## src/rtl/shift_seq.sv

```systemverilog
`default_nettype none
// ============================================================================
// Module   : shift_seq
// Purpose  : Multi-pass shift sequencer for the 32-bit shifter. A shift or
//            rotate request of 0..31 positions is split into consecutive
//            passes of at most STEP_MAX positions each. The working value is
//            held in a register between passes.
// Ports    : clk, rst        - clock (rising edge), async active-high reset
//            req_valid/ready - request handshake (ready only in IDLE)
//            req_data        - 32-bit operand
//            req_amt         - total shift amount (AMT_W bits)
//            req_op          - 00 LSL, 01 ROL, 10 LSR, 11 ROR
//            resp_valid/ready- response handshake
//            resp_data       - result, held until the response handshake
//            busy            - high in RUN or DONE
// Config   : SHIFT_SEQ_RIGHT_EN - when defined, LSR/ROR are built. When
//            undefined, req_op[1] is ignored (10 -> LSL, 11 -> ROL).
// Revision : 1.0 - initial release
// ============================================================================
module shift_seq #(
  parameter int STEP_MAX = 15,
  parameter int AMT_W    = 5
) (
  input  logic             clk,
  input  logic             rst,
  input  logic             req_valid,
  output logic             req_ready,
  input  logic [31:0]      req_data,
  input  logic [AMT_W-1:0] req_amt,
  input  logic [1:0]       req_op,
  output logic             resp_valid,
  input  logic             resp_ready,
  output logic [31:0]      resp_data,
  output logic             busy
);

  typedef enum logic [1:0] {
    S_IDLE = 2'd0,
    S_RUN  = 2'd1,
    S_DONE = 2'd2
  } state_t;

  localparam logic [AMT_W-1:0] c_step_max = AMT_W'(STEP_MAX);

  state_t           r_state;
  state_t           w_state_next;
  logic [31:0]      r_work;
  logic [31:0]      r_resp_data;
  logic [AMT_W-1:0] r_rem;
  logic             r_op_rot;     // rotate (1) vs. logical shift (0)

  logic [AMT_W-1:0] w_step;
  logic [AMT_W-1:0] w_rem_next;
  logic [5:0]       w_inv;        // 32 - step, for the wrap-around half
  logic [31:0]      w_shift;

`ifdef SHIFT_SEQ_RIGHT_EN
  logic             r_op_right;   // direction: 1 = right
`else
  logic             w_unused_op;
  assign w_unused_op = req_op[1];
`endif

  // --------------------------------------------------------------------------
  // Per-pass datapath. step is never 0 in RUN; with step 0 the wrap-around
  // term shifts by 32 and contributes zero, so the value would be unchanged.
  // --------------------------------------------------------------------------
  assign w_step     = (r_rem > c_step_max) ? c_step_max : r_rem;
  assign w_rem_next = r_rem - w_step;
  assign w_inv      = 6'd32 - 6'(w_step);

  always_comb begin
    w_shift = r_work << w_step;
    if (r_op_rot) begin
      w_shift = (r_work << w_step) | (r_work >> w_inv);
    end
`ifdef SHIFT_SEQ_RIGHT_EN
    if (r_op_right) begin
      if (r_op_rot) begin
        w_shift = (r_work >> w_step) | (r_work << w_inv);
      end else begin
        w_shift = r_work >> w_step;
      end
    end
`endif
  end

  // --------------------------------------------------------------------------
  // FSM: state register
  // --------------------------------------------------------------------------
  always_ff @(posedge clk or posedge rst) begin
    if (rst) begin
      r_state <= S_IDLE;
    end else begin
      r_state <= w_state_next;
    end
  end

  // --------------------------------------------------------------------------
  // FSM: next state and handshake outputs
  // --------------------------------------------------------------------------
  always_comb begin
    w_state_next = r_state;
    req_ready    = 1'b0;
    resp_valid   = 1'b0;
    busy         = 1'b0;
    case (r_state)
      S_IDLE: begin
        req_ready = 1'b1;
        if (req_valid) begin
          w_state_next = (req_amt == '0) ? S_DONE : S_RUN;
        end
      end
      S_RUN: begin
        busy = 1'b1;
        if (w_rem_next == '0) begin
          w_state_next = S_DONE;
        end
      end
      S_DONE: begin
        busy       = 1'b1;
        resp_valid = 1'b1;
        // Returning to IDLE here means a new request can only be taken on
        // the following edge, never on the response handshake edge itself.
        if (resp_ready) begin
          w_state_next = S_IDLE;
        end
      end
      default: begin
        w_state_next = S_IDLE;
      end
    endcase
  end

  // --------------------------------------------------------------------------
  // Working register, remaining count, op and result register
  // --------------------------------------------------------------------------
  always_ff @(posedge clk or posedge rst) begin
    if (rst) begin
      r_work      <= '0;
      r_rem       <= '0;
      r_op_rot    <= 1'b0;
      r_resp_data <= '0;
`ifdef SHIFT_SEQ_RIGHT_EN
      r_op_right  <= 1'b0;
`endif
    end else begin
      case (r_state)
        S_IDLE: begin
          if (req_valid) begin
            r_work   <= req_data;
            r_rem    <= req_amt;
            r_op_rot <= req_op[0];
`ifdef SHIFT_SEQ_RIGHT_EN
            r_op_right <= req_op[1];
`endif
            if (req_amt == '0) begin
              r_resp_data <= req_data;
            end
          end
        end
        S_RUN: begin
          r_work <= w_shift;
          r_rem  <= w_rem_next;
          if (w_rem_next == '0) begin
            r_resp_data <= w_shift;
          end
        end
        default: begin
        end
      endcase
    end
  end

  assign resp_data = r_resp_data;

endmodule
`default_nettype wire

```

## config.mk

```make
export PLATFORM = sky130hd
export DESIGN_NAME = shift_seq
export DESIGN_NICKNAME = d
export VERILOG_FILES = /design/src/rtl/shift_seq.sv
export SDC_FILE = /design/constraint.sdc
export NUM_CORES = 1
export LEC_CHECK = 0
export CAP_MARGIN = 30
export CORE_UTILIZATION = 40
export CTS_BUF_LIST = sky130_fd_sc_hd__clkbuf_8
export DETAILED_ROUTE_END_ITERATION = 8
export MAX_ROUTING_LAYER = met4
export PLACE_DENSITY = 0.58
export SKIP_LAST_GASP = 1
export SLEW_MARGIN = 20
export SYNTH_ARGS = -nofsm -noshare
export SYNTH_HDL_FRONTEND = slang
export SYNTH_SLANG_ARGS = --single-unit
```

## constraint.sdc

```tcl
create_clock -name clk -period 6.7 [get_ports clk]
set_input_delay 1.005 -clock clk [delete_from_list [all_inputs] [get_ports clk]]
set_output_delay 1.005 -clock clk [all_outputs]
set_load 0.03 [all_outputs]
```

==> qor.csv, run 1 <==
stage,metric,value,unit
sta,finalHoldViolations,0,
floorplanning,die_w,129,µm
min_path,hold_class,reg2reg,
clocking,cts_made_buffers,9,
synthesis,syn_area,6500,µm²
place,io_buffers,76,
synthesis,postSynth.asyncResetShare,100,%
routing,wl_per_cell,26.9,µm
sta,setup_viol_count_final,0,
synthesis,synthCells,750,
routing,drt_wl_total,27000,µm
synthesis,synthFlopType,dfrtp_1,
routing,first_iter_violations,794,
sta,drv_slew,0,
finish,finalNetCount,832,
grt,grt_util_all_layers,34.3,%
clocking,cts_tree,built,
setup_path,r2r_setup_slack,2.38,ns
routing,ant_nets,0,
setup_path,cp_max_fo,21,
floorplanning,die_area,16800,µm²
sta,fin_crit,4.32,ns
synthesis,synth_edf_count,0,
finish,final_area,7540,µm²
floorplanning,core,15900,µm²
setup_path,worstPathArrival,4.60,ns
grt,met3_usage,6.52,%
synthesis,syn-mean-instance-area,8.66,µm²
sta,hold_slack,0.482,ns
grt,met2_usage,51.2,%
run_status,outcome,finished clean,
synthesis,ys_seq_elements,72,
grt,grt_first_pass_wirelength,40300,µm
sta,setup_tns,0,ns
finish,area_delta_synth_final,16.0,%
clocking,hold_buffers,0,
synthesis,ys_types,86,
synthesis,seq_area_frac_synth,27.7,%
finish,n_antenna_cell,0,
floorplanning,placementRows,46,
routing,drc,0,
grt,grt_max_degree,73,
grt,gr-total-overflow,0,
floorplanning,dieHeight,129,µm
setup_path,crit_type,reg2reg,
sta,timing.fmax,232,MHz
sta,grt_setup_unrepaired,false,
sta,relSlewSlack,35.5,%
clocking,clockRootBuffer,clkbuf_8,
grt,grt_pass1_vias,6325,
synthesis,synth_warnings,0,
grt,antenna_found_initial,0,
job,maxCapViolCount,0,
routing,dr.pass1.iters,6,
sta,worst_pin_slew,0.958,ns
setup_path,worstSetupEndpointType,flop,
grt,grtUsageMet1,44.8,%
clocking,cts_max_path_buffers,2,
floorplanning,start_util,40.9,%
place,gp_congestion,0.996,
routing,vias,6769,
grt,top_usage_layer,met2,
place,dpl.hpwl,19800,µm
setup_path,start_kind,flop,
sta,finalCritPeriodShare,64.5,%
clocking,post_cts.repair.setup_buffers,0,
clocking,htree_levels,3,
floorplanning,io_pins,78,
setup_path,worstPathCellList,or2_1 > buf_4 > clkinv_4 > ha_1 > or3_1 > nand2_1 > a211oi_1 > nor4_1 > o21ai_1 > a22o_1,
clocking,cts_resized,0,
setup_path,required,6.98,ns
place,dpl_cell_area,7330,µm²
setup_path,cpPeakStageDelay,0.86,ns
clocking,worst_skew_pair.late_latency,0.38,ns
synthesis,synth.net_count,798,
clocking,clk_pin_slew,0.09,ns
finish,drive_gt1_share,15.0,%
routing,viasPerCell,6.74,
sta,fin_worst_skew,0.0203,ns
setup_path,slowest_stage,nor4_1,
clocking,cts.sink_count,72,
path summary, 6_finish.rpt:
| check | startpoint | end | depth (start not counted) |
|---|---|---|---|
| hold / removal | resp_data[14] | resp_data[14] | 2 |
| setup reg to reg | r_rem[0] | resp_data[0] | 10 |
| setup / recovery | r_rem[0] | resp_data[0] | 10 |
| min in group asynchronous | rst | r_work[21] | 3 |
| hold reg to reg | resp_data[14] | resp_data[14] | 2 |
| max in group asynchronous | rst | r_work[11] | 4 |
state kept, by name (all words and copies together) (netlist names):
signal / count
r_work: 32
r_state: 2
r_op_rot: 1
r_rem: 5
resp_data: 32
cell usage after synthesis (6+ instances only):
library cell   n  area, µm²
a22o_1         6       52.6
a21oi_1       31        155
o31ai_1       39        293
dfrtp_1       72       1800
inv_1         14       52.6
o22ai_1       30        188
buf_6          7       78.8
or3_1          6       37.5
o211ai_1       6       45.0
mux2_2        31        349
clkbuf_1      32        120
nand3_1        8       40.0
nor3_1        18       90.1
or2_2          8       50.1
a22oi_1        6       45.0
mux2i_1       30        300
nor4_1         8       50.1
o21ai_0       33        165
buf_4          7       52.6
buf_2         22        110
a31oi_1        7       43.8
a211oi_1      12       90.1
o21a_1         9       67.6
nor2_1        68        255
nand2_1       82        308
o221ai_1      10       87.6
a221oi_1       6       52.6
mux4_2        18        405
cell usage in the layout, fill, tap and decap left out, drive strengths merged, types with 7 or more instances in the layout:
| cell | synthesis | layout |
|---|---|---|
| a2111oi | 7 | 7 |
| a211oi | 12 | 12 |
| a21oi | 31 | 31 |
| a221oi | 7 | 7 |
| a31oi | 7 | 7 |
| buf | 40 | 19 |
| clkbuf | 32 | 11 |
| clkdlybuf4s50 | 0 | 76 |
| dfrtp | 72 | 72 |
| inv | 14 | 16 |
| mux2 | 31 | 31 |
| mux2i | 31 | 31 |
| mux4 | 18 | 18 |
| nand2 | 82 | 82 |
| nand3 | 8 | 8 |
| nor2 | 69 | 69 |
| nor3 | 19 | 19 |
| nor3b | 7 | 7 |
| nor4 | 9 | 9 |
| o21a | 9 | 9 |
| o21ai | 38 | 38 |
| o221ai | 11 | 11 |
| o22ai | 30 | 30 |
| o31ai | 40 | 40 |
| or2 | 9 | 9 |
through the flow:
| stage | std cells | util, % | setup slack (ns) |
|---|---|---|---|
| final | 1005 | 47.5 | 2.38 |
| after global routing | 1005 | 47.5 | 2.26 |
| after CTS | 1004 | 47.3 | 2.50 |
| after detailed placement | 988 | 46.1 | 2.52 |
| after global placement | 986 | 45.9 | 2.56 |
| after floorplan | 750 | - | 3.38 |
metal layers:
metal | vias to the layer above | wire length, µm | share of wire, %
li1 | 2983 | - | -
met1 | 3345 | 11500 | 43
met2 | 374 | 12200 | 45
met3 | 67 | 2110 | 7.8
met4 | 0 | 1190 | 4.4
met5 | - | 0 | 0
cells by family (layout without fill, tap and decap cells):
kind of cell	after synthesis	count (layout)	synth area share (%)
buffers and inverters	87	126	6.74
and+or+nand+nor	238	238	17.8
AOI/OAI and AO/OA	266	266	29.9
DFF	72	72	27.7
adders and majority gates	5	5	0.963
xor gates and xnor gates	2	2	0.270
muxes	80	80	16.6
worst max-delay path, delay by kind of cell, from the launching register on:
family                     cells  cell delay (ns)
DFF                            1             0.36
buffers and inverters          2             0.64
and+or+nand+nor                4             2.08
AOI/OAI and AO/OA              3             0.66
adders and majority gates      1             0.45
cell type report:
class	count	area, µm²
Inverter	15	61.3
Sequential cell	72	1800
Timing Repair Buffer	95	932
Tap cell	216	270
Clock inverter	5	38.8
Multi-Input combinational cell	591	4280
Clock buffer	11	151
Fill cell	1553	8350
Power of run 1 is not shown: default switching activity piles up to over one toggle a cycle in this logic, so the estimate is an artifact.
==> run 2: changes to the inputs <==
--- a/config.mk
+++ b/config.mk
@@ -10,7 +10,7 @@
 export CTS_BUF_LIST = sky130_fd_sc_hd__clkbuf_8
 export DETAILED_ROUTE_END_ITERATION = 8
 export MAX_ROUTING_LAYER = met4
-export PLACE_DENSITY = 0.58
+export PLACE_DENSITY = 0.61
 export SKIP_LAST_GASP = 1
 export SLEW_MARGIN = 20
 export SYNTH_ARGS = -nofsm -noshare
==> constraint.sdc (replaced) <==
create_clock -name clk -period 3.5 [get_ports clk]
set_input_delay 0.525 -clock clk [delete_from_list [all_inputs] [get_ports clk]]
set_output_delay 0.525 -clock clk [all_outputs]
set_load 0.03 [all_outputs]
==> run 2 against run 1 <==
Non-clock buffer count is 28 higher. Sequential share of layout area is 0.63 points lower. Fmax is 37% higher. Critical path depth stayed put. Clock skew is 0.0011 ns higher. First-iteration DRC count is 1.9% lower. Utilization is 1.3 points higher. Setup slack worse by 2.0 ns.
==> qor.csv, run 2 (synthesis results as in run 1) <==
stage,metric,value,unit
sta,setup_tns,0,ns
floorplanning,io_pins,78,
setup_path,worstSetupEndpointType,flop,
clocking,hold_buffers,0,
clocking,htree_levels,3,
sta,fin_crit,3.15,ns
place,gp_congestion,0.953,
grt,grt_max_degree,45,
floorplanning,die_area,16800,µm²
floorplanning,dieHeight,129,µm
clocking,worst_skew_pair.late_latency,0.40,ns
clocking,cts_max_path_buffers,2,
finish,final_cell_mix,"nand2_1, clkdlybuf4s50_1, dfrtp_1, nor2_1, buf_4",
clocking,cts.sink_count,72,
routing,first_iter_violations,779,
routing,dr.pass1.iters,5,
place,io_buffers,76,
setup_path,cp_max_fo,12,
finish,final_common_cell,nand2_1,
setup_path,start_kind,flop,
routing,drc,0,
clocking,cts_resized,0,
min_path,whs_endpoint,resp_data[4],
setup_path,required,3.76,ns
clocking,clk_pin_slew,0.09,ns
setup_path,r2r_setup_slack,0.35,ns
routing,wl_per_cell,27.1,µm
clocking,cts_made_buffers,9,
floorplanning,placementRows,46,
setup_path,worstPathArrival,3.41,ns
job,maxCapViolCount,0,
min_path,hold-path-cell-count,2,
sta,grt_setup_unrepaired,false,
grt,grt_pass1_vias,6446,
setup_path,slowest_stage,nor3_1,
setup_path,cpPeakStageDelay,0.45,ns
sta,finalHoldViolations,0,
grt,grt_util_all_layers,35.0,%
finish,finalNetCount,860,
finish,area_delta_synth_final,19.2,%
min_path,min_from,resp_data[4],
routing,ant_nets,0,
finish,drive_gt1_share,17.9,%
grt,antenna_found_initial,1,
setup_path,rr_startpoint,r_rem[0],
setup_path,ff2ff_path_depth,10,
sta,relSlewSlack,43.0,%
sta,setup_viol_count_final,0,
min_path,hold_class,reg2reg,
grt,gr-total-overflow,0,
routing,vias,6945,
sta,drv_slew,0,
clocking,cts_tree,built,
sta,worst_pin_slew,0.854,ns
clocking,clockRootBuffer,clkbuf_8,
routing,drt_wl_total,28000,µm
floorplanning,start_util,40.9,%
setup_path,worstPathCellList,or2_1 > clkinv_4 > ha_1 > or3_1 > nand2_1 > buf_4 > mux4_2 > o2bb2ai_1 > nor3_1 > o31ai_1,
clocking,post_cts.repair.setup_buffers,0,
sta,finalCritPeriodShare,90.1,%
floorplanning,die_w,129,µm
setup_path,crit_type,reg2reg,
place,dpl.hpwl,20900,µm
routing,viasPerCell,6.72,
sta,timing.fmax,317,MHz
setup_path,critPathTopFamily,simple AND/OR/NAND/NOR gates,
run_status,outcome,finished clean,
setup_path,r2r_end,resp_data[4],
sta,fin_worst_skew,0.0213,ns
setup_path,cp_num_buf_inv,2,
floorplanning,core,15900,µm²
grt,grt_first_pass_wirelength,41100,µm
## run 2: cell count changes in the layout (fill, tap and decap cells not counted), moves of 2 or more
cell        previous run  this run
inv_8                  0         2
buf_4                 16        45
clkbuf_8              11         9
clkinvlp_4             1         3
## run 2: layout make-up
class	instances	area (µm²)
Antenna cell	1	2.50
Clock buffer	9	124
Clock inverter	7	62.6
Fill cell	1571	8140
Inverter	15	61.3
Multi-Input combinational cell	591	4280
Sequential cell	72	1800
Tap cell	216	270
Timing Repair Buffer	123	1140
## run 2: routing by layer
layer | part of all wire [%] | GRT usage, % | vias up
met5 | 0 | - | -
met4 | 3.5 | 14.2 | 0
met3 | 7.2 | 4.54 | 61
met2 | 45 | 53.2 | 402
met1 | 44 | 47.2 | 3450
li1 | - | - | 3032
## run 2: worst max path at each step
stage	startpoint	end	slack (ns)	depth (start not counted)
2_1_floorplan	r_rem[4]	r_work[1]	0.18	15
3_3_place_gp	r_rem[0]	resp_data[3]	0.42	9
3_5_place_dp	r_rem[0]	resp_data[1]	0.38	9
4_1_cts	r_rem[0]	r_work[4]	0.37	10
5_1_grt	r_rem[0]	r_work[4]	0.23	10
6_report	r_rem[0]	resp_data[4]	0.35	10
## run 2: through the flow
step	hold slack [ns]	worst slack [ns]	cells	utilization [%]	cell area (µm²)
after detailed placement	0.464	0.377	1017	47.5	7550
after global routing	0.496	0.225	1034	48.7	7740
after floorplan	0.478	0.181	750	-	6500
final	0.483	0.347	1034	48.7	7740
after global placement	0.461	0.421	1017	47.5	7550
after CTS	0.486	0.374	1033	48.7	7740
## run 2: worst min-delay path, cell delays in order (launching register included)
cell	delay, ns
dfrtp_1	0.35
nand2_1	0.05
o31ai_1	0.05
Power of run 2 is left out for the same reason.
==> run 3: changes to the inputs <==
--- a/config.mk
+++ b/config.mk
@@ -6,11 +6,13 @@
 export NUM_CORES = 1
 export LEC_CHECK = 0
 export CAP_MARGIN = 30
+export CELL_PAD_IN_SITES_DETAIL_PLACEMENT = 1
+export CELL_PAD_IN_SITES_GLOBAL_PLACEMENT = 1
 export CORE_UTILIZATION = 40
 export CTS_BUF_LIST = sky130_fd_sc_hd__clkbuf_8
 export DETAILED_ROUTE_END_ITERATION = 8
 export MAX_ROUTING_LAYER = met4
-export PLACE_DENSITY = 0.61
+export PLACE_DENSITY = 0.77
 export SKIP_LAST_GASP = 1
 export SLEW_MARGIN = 20
 export SYNTH_ARGS = -nofsm -noshare
==> run 3 against run 2 <==
Worst hold slack better by 0.0017 ns. Fmax is 6.2% lower. Global-route usage up 1.7 points. Clock skew decreased by 0.0056 ns. Register-to-register slack got worse by 0.21 ns. Critical path type unchanged.
==> qor.csv, run 3 (synthesis results as in run 1) <==
stage,metric,value,unit
finish,area_delta_synth_final,20.0,%
grt,gr-total-overflow,0,
sta,fin_crit,3.36,ns
setup_path,critPathMostFrequentCell,buf_4,
finish,final_area,7790,µm²
place,dpl_cell_area,7570,µm²
place,gp_congestion,1.04,
clocking,post_cts.repair.setup_buffers,0,
grt,grt_first_pass_wirelength,44000,µm
setup_path,required,3.76,ns
routing,dr.pass1.iters,6,
clocking,cts_resized,0,
clocking,hold_buffers,0,
floorplanning,core,15900,µm²
sta,hold_slack,0.485,ns
finish,finalNetCount,861,
setup_path,slowest_stage,or3b_2,
setup_path,cpPeakStageDelay,0.64,ns
clocking,cts.sink_count,72,
min_path,hold_class,reg2reg,
routing,viasPerCell,6.77,
setup_path,crit_type,reg2reg,
sta,grt_setup_unrepaired,false,
clocking,cts_made_buffers,9,
floorplanning,die_area,16800,µm²
grt,met2_usage,57.5,%
sta,setup_viol_count_final,0,
routing,first_iter_violations,836,
setup_path,worstPathArrival,3.62,ns
grt,antenna_found_initial,0,
setup_path,start_kind,flop,
sta,setup_tns,0,ns
setup_path,cp_num_buf_inv,2,
clocking,cts_max_path_buffers,2,
floorplanning,io_pins,78,
finish,n_antenna_cell,0,
grt,grt_pass1_vias,7115,
job,maxCapViolCount,0,
clocking,htree_levels,3,
place,io_buffers,76,
grt,grtUsageMet1,47.6,%
grt,met3_usage,6.03,%
sta,worst_pin_slew,0.849,ns
floorplanning,dieHeight,129,µm
clocking,cts_tree,built,
clocking,clockRootBuffer,clkbuf_8,
floorplanning,die_w,129,µm
sta,timing.fmax,298,MHz
finish,final_common_cell,nand2_1,
run_status,outcome,finished clean,
setup_path,critPathTopFamily,simple AND/OR/NAND/NOR gates,
finish,drive_gt1_share,18.0,%
finish,final_cell_mix,"nand2_1, clkdlybuf4s50_1, dfrtp_1, nor2_1, buf_4",
setup_path,worstSetupEndpointType,flop,
clocking,clk_pin_slew,0.09,ns
routing,vias,7002,
routing,drc,0,
clocking,worst_skew_pair.late_latency,0.39,ns
routing,drt_wl_total,28800,µm
place,dpl.hpwl,21800,µm
floorplanning,start_util,40.9,%
finish,register_area,1800,µm²
setup_path,cp_max_fo,17,
finish,nFillCells,1895,
sta,drv_slew,0,
routing,ant_nets,0,
floorplanning,placementRows,46,
grt,top_usage_layer,met2,
grt,grt_max_degree,52,
sta,fin_worst_skew,0.0158,ns
sta,finalHoldViolations,0,
routing,wl_per_cell,27.9,µm
grt,grt_util_all_layers,36.7,%
sta,finalCritPeriodShare,96.0,%
setup_path,worstPathCellList,buf_4 > or3b_2 > a2bb2o_1 > a311o_1 > o221ai_1 > nor4_1 > buf_4 > o31ai_1,
finish,multi_input_area,4280,µm²
sta,relSlewSlack,42.9,%
==> run 3: changes by cell type in the layout (fill, tap and decap cells not counted), sizes merged <==
cell      delta
diode        -1
clkinvlp     -3
bufinv       +2
clkinv       +3
inv          -2
buf          +1
==> run 3: stage by stage <==
stage          worst slack (ns)  util (%)  instances
6_report                  0.139      49.1       1034
5_1_grt                   0.149      49.1       1034
4_1_cts                   0.259      49.1       1034
3_5_place_dp              0.299      47.6       1018
3_3_place_gp              0.261      47.4       1016
2_1_floorplan             0.181         -        750
==> run 3: worst reg2reg max path, cell delays in order, from the launching register on <==
cell	delay [ns]
dfrtp_1	0.56
buf_4	0.29
or3b_2	0.64
a2bb2o_1	0.33
a311o_1	0.25
o221ai_1	0.21
nor4_1	0.61
buf_4	0.26
o31ai_1	0.09
==> run 3: layout make-up <==
type / count / area share [%]
inverter: 15 / 0.787
tap: 216 / 3.47
sequential: 72 / 23.1
timing repair buffer: 124 / 14.8
clock buffer: 9 / 1.59
multi-input combinational: 591 / 54.9
clock inverter: 7 / 1.32
==> run 3: routing by layer <==
layer  vias to the layer above  part of all wire (%)
li1                       3030                     -
met1                      3540                    42
met2                       361                    47
met3                        71                   6.8
met4                         0                   3.6
met5                         -                     0
==> run 3: final timing paths <==
| check | from | end | slack, ns | cells past startpoint |
|---|---|---|---|---|
| max in group asynchronous | rst | r_work[21] | 2.20 | 3 |
| max | r_rem[2] | r_work[8] | 0.14 | 8 |
| max reg2reg | r_rem[2] | r_work[8] | 0.14 | 8 |
| min in group asynchronous | rst | resp_data[8] | 0.61 | 2 |
| min | resp_data[8] | resp_data[8] | 0.48 | 2 |
| min reg2reg | resp_data[8] | resp_data[8] | 0.48 | 2 |
Power of run 3 is left out for the same reason.
